==> src/rtl/shift_reg_seq.sv <==
// Parametrised load/shift register with serial/logical/arithmetic/rotate fill,
// single-step shifts and a sequenced shift-by-N with Busy/Done handshake.
module shift_reg_seq #(
  parameter int WIDTH = 33,
  parameter int CNT_W = $clog2(WIDTH+1)
) (
  input  logic             Clk,
  input  logic             Reset,
  input  logic             Load,
  input  logic [WIDTH-1:0] D,
  input  logic [1:0]       Mode,
  input  logic             Dir,
  input  logic             Step,
  input  logic             Start,
  input  logic [CNT_W-1:0] Count,
  input  logic             ShiftR_In,
  input  logic             ShiftL_In,
  output logic             Busy,
  output logic             Done,
  output logic             ShiftR_Out,
  output logic             ShiftL_Out,
  output logic [WIDTH-1:0] Data_Out
);

  typedef enum logic [1:0] {IDLE, SHIFT, DONE} state_t;

  localparam logic [1:0] M_SER = 2'b00;
  localparam logic [1:0] M_LOG = 2'b01;
  localparam logic [1:0] M_ARI = 2'b10;

  state_t           state_q, state_d;
  logic [WIDTH-1:0] data_q, data_d;
  logic [CNT_W-1:0] rem_q, rem_d;
  logic [1:0]       mode_q, mode_d;
  logic             dir_q, dir_d;

  logic [1:0]       sh_mode;
  logic             sh_dir;
  logic             fill;
  logic [WIDTH-1:0] shifted;

  // The sequenced path uses the mode/dir captured at Start; single steps use live inputs.
  always_comb begin
    sh_mode = (state_q == SHIFT) ? mode_q : Mode;
    sh_dir  = (state_q == SHIFT) ? dir_q  : Dir;
    fill    = 1'b0;
    if (sh_dir) begin
      case (sh_mode)
        M_SER:   fill = ShiftL_In;
        M_LOG,
        M_ARI:   fill = 1'b0;
        default: fill = data_q[WIDTH-1];
      endcase
      shifted = {data_q[WIDTH-2:0], fill};
    end else begin
      case (sh_mode)
        M_SER:   fill = ShiftR_In;
        M_LOG:   fill = 1'b0;
        M_ARI:   fill = data_q[WIDTH-1];
        default: fill = data_q[0];
      endcase
      shifted = {fill, data_q[WIDTH-1:1]};
    end
  end

  always_comb begin
    state_d = state_q;
    data_d  = data_q;
    rem_d   = rem_q;
    mode_d  = mode_q;
    dir_d   = dir_q;
    if (Load) begin
      data_d  = D;
      state_d = IDLE;
    end else begin
      case (state_q)
        IDLE: begin
          if (Start) begin
            mode_d  = Mode;
            dir_d   = Dir;
            rem_d   = Count;
            state_d = (Count != '0) ? SHIFT : DONE;
          end else if (Step) begin
            data_d = shifted;
          end
        end
        SHIFT: begin
          data_d = shifted;
          rem_d  = rem_q - 1'b1;
          if (rem_q == CNT_W'(1)) state_d = DONE;
        end
        default: state_d = IDLE;
      endcase
    end
  end

  always_ff @(posedge Clk) begin
    if (Reset) begin
      state_q <= IDLE;
      data_q  <= '0;
      rem_q   <= '0;
      mode_q  <= 2'b00;
      dir_q   <= 1'b0;
    end else begin
      state_q <= state_d;
      data_q  <= data_d;
      rem_q   <= rem_d;
      mode_q  <= mode_d;
      dir_q   <= dir_d;
    end
  end

  assign Busy       = (state_q != IDLE);
  assign Done       = (state_q == DONE);
  assign Data_Out   = data_q;
  assign ShiftR_Out = data_q[0];
  assign ShiftL_Out = data_q[WIDTH-1];

endmodule

==> config.mk <==
export PLATFORM = sky130hd
export DESIGN_NAME = shift_reg_seq
export DESIGN_NICKNAME = d
export VERILOG_FILES = /design/src/rtl/shift_reg_seq.sv
export SDC_FILE = /design/constraint.sdc
export NUM_CORES = 1
export LEC_CHECK = 0
export CORE_MARGIN = 10
export CORE_UTILIZATION = 40
export DETAILED_ROUTE_END_ITERATION = 10
export PLACE_DENSITY_LB_ADDON = 0.25
export SETUP_SLACK_MARGIN = 0.05
export SLEW_MARGIN = 20
export SYNTH_ARGS = -nofsm -noshare
export SYNTH_HDL_FRONTEND = slang
export SYNTH_SLANG_ARGS = --single-unit
==> constraint.sdc <==
create_clock -name Clk -period 2.27 [get_ports Clk]
set_input_delay 0.5675 -clock Clk [delete_from_list [all_inputs] [get_ports Clk]]
set_output_delay 0.5675 -clock Clk [all_outputs]
set_load 0.01 [all_outputs]
==> results.yml <==
setup_path:
  crit_path_max_fanout: 8
  worst_ep_required_time_ps: 1700
  cp.arrival_ps: 1480
  crit_type: "flip-flop to primary output"
  crit_path_start_kind: "flip-flop"
  critPathCaptureType: "primary output"
clock_network:
  cts_resized: 0
  cts_hold_buf: 0
  post_cts.repair.setup_buffers: 0
  cts_tree: "done"
  clk_path_buf_depth: 2
  htree_levels: 2
  clk_pin_slew_worst_paths_ps: 80
  root_buffer: "clkbuf_8"
  numCtsBuffers: 5
  cts_sinks: 44
  clk_latency_ps: 290
synth:
  ys.flop_type: "dfxtp_1"
  synth_area_leaders: "dfxtp_1 39%, mux2i_1 16%, a22oi_1 11%, o21ai_1 7.1%, nor2_1 3.3%"
  avgSynthCellArea_um2: 8.91
  async_reset_ff_frac: 0
  synth_warnings: 0
  synth_seq_cells: 44
  synthDistinctLibCells: 35
  syn_inst: 252
  synth_edf_count: 0
  syn_nets: 303
  yosysTopAreaCell: "dfxtp_1"
  synth.top_cell.area_share: 0.392
  synth-seq-area-share: 0.392
  synth.cell_area_um2: 2240
placement:
  dp_hpwl_mm: 5.01
  place_ws_ps: 130
  place_area_um2: 3210
  numPortBuffers: 85
  gp_congestion: 0.837
run:
  drv_cap: 0
final_layout:
  final_cell_mix: "85 x clkdlybuf4s50_1, 44 x dfxtp_1, 35 x mux2i_1"
  stdcell_area_um2: 3300
  drive_gt1_frac: 0.0772
  fin_util: 0.604
  layout_commonest_cell: "clkdlybuf4s50_1"
  syn2layout_area_growth_pct: 47.2
  diodes: 0
  fillers: 515
  nets: 387
die:
  dieArea_um2: 9010
  die_x_um: 94.9
  ios: 86
  die-height_um: 94.9
  fp-row-count: 27
  core-area_um2: 5470
  initial_utilization: 0.410
route:
  wl_per_cell_um: 16.2
  post-route-drc-count: 0
  wl_met3_um: 573
  drt_first_pass_iters: 5
  first_iter_violations: 104
  routed_wirelength_mm: 6.61
  via_per_inst: 5.37
  top_layer_used: "met4"
  vias: 2196
  route.met2.wl_mm: 3.00
  wl_met1_mm: 3.00
  ant_nets: 0
pwr:
  powerDensity_nw_per_um2: 559
  vdd_drop_max_mv: 0.371
  leakage_nw: 1.25
sta:
  setup_viol: 0
  tightest_slew_ps: 700
  fin_tns_setup_ps: 0
  drv_slew: 0
  rsz0062_at_grt: "false"
  clock_skew_ps: 4.20
  min_period_ps: 2040
  setup_slack_ps: 225
  fmax_mhz: 489
  hold_viol: 0
  slew_headroom: 0.530
  min_period_over_period: 0.901
global_route:
  grt_max_degree: 32
  antenna_found_initial: 0
  grt_pass1_wl_mm: 10.9
  grt_pass1_vias: 2188
  grt_overflow_total: 0
  grt_use_total: 0.149
min_path:
  min_path_type: "flip-flop to flip-flop"
status:
  status: "completed"
==> worst paths after layout <==
path / startpoint / to / slack, ps / cells after the start
worst min-delay path: rem_q[4]$_SDFFE_PP0P_ / rem_q[4]$_SDFFE_PP0P_ / 490 / 2
worst max-delay path: state_q[0]$_SDFFE_PP0P_ / Busy / 230 / 3
worst max register to register: state_q[1]$_SDFFE_PP0P_ / Data_Out[0]$_SDFFE_PP0P_ / 430 / 6
worst min register to register: rem_q[4]$_SDFFE_PP0P_ / rem_q[4]$_SDFFE_PP0P_ / 490 / 2
==> synth_stat cells (all sizes together), types with 2 or more instances <==
cell type  number
a211oi          4
a21oi           7
a22oi          33
a31oi           3
buf             9
clkbuf         12
dfxtp          44
ha              2
inv             7
mux2i          36
nand2          12
nand2b          2
nand3           2
nor2           20
nor2b           2
nor3            5
nor3b           2
o21ai          36
==> cell families after synthesis <==
logic type      share of synthesized area
mux                                 0.171
simple gates                        0.101
fa+ha+maj                          0.0111
buf+inv                            0.0585
compound gates                      0.266
flops                               0.392
==> metal layers <==
metal	GRT usage	up-vias
met4	0.0374	0
met2	0.221	62
met3	0.0682	2
met1	0.190	1022
met5	0	-
li1	-	1110
==> area by class of cell <==
type,instances,area (µm²),area share
clock inverters,1,7.51,0.00227
repair buffers,98,973,0.295
multi-input cells,180,1240,0.375
flip-flops and latches,44,881,0.267
clock buffers,7,86.3,0.0261
inverters,7,26.3,0.00795
well taps,72,90.1,0.0273
==> metrics by stage <==
step	hold slack, ps	power, mW	instances
floorplan	453	1.11	252
global placement	465	1.35	401
global route	540	1.95	409
detailed placement	477	1.36	401
finish	491	1.85	409
CTS	491	1.86	409
==> worst max-delay path, cell delays in order, from the launching register on <==
cell,delay [ps]
dfxtp_1,460
nor2_1,100
inv_1,90
clkdlybuf4s50_1,540
==> report_power, final <==
group | internal, mW | switching (mW) | leakage, nW
sequential | 0.824 | 0.0564 | 0.363
combinational | 0.263 | 0.195 | 0.845
clock | 0.247 | 0.262 | 0.0445
==> state kept, by name, summed over array words and instances, names as in the netlist <==
signal / count
Data_Out: 33
dir_q: 1
mode_q: 2
rem_q: 6
state_q: 2
(Power assumes the default switching activity.)
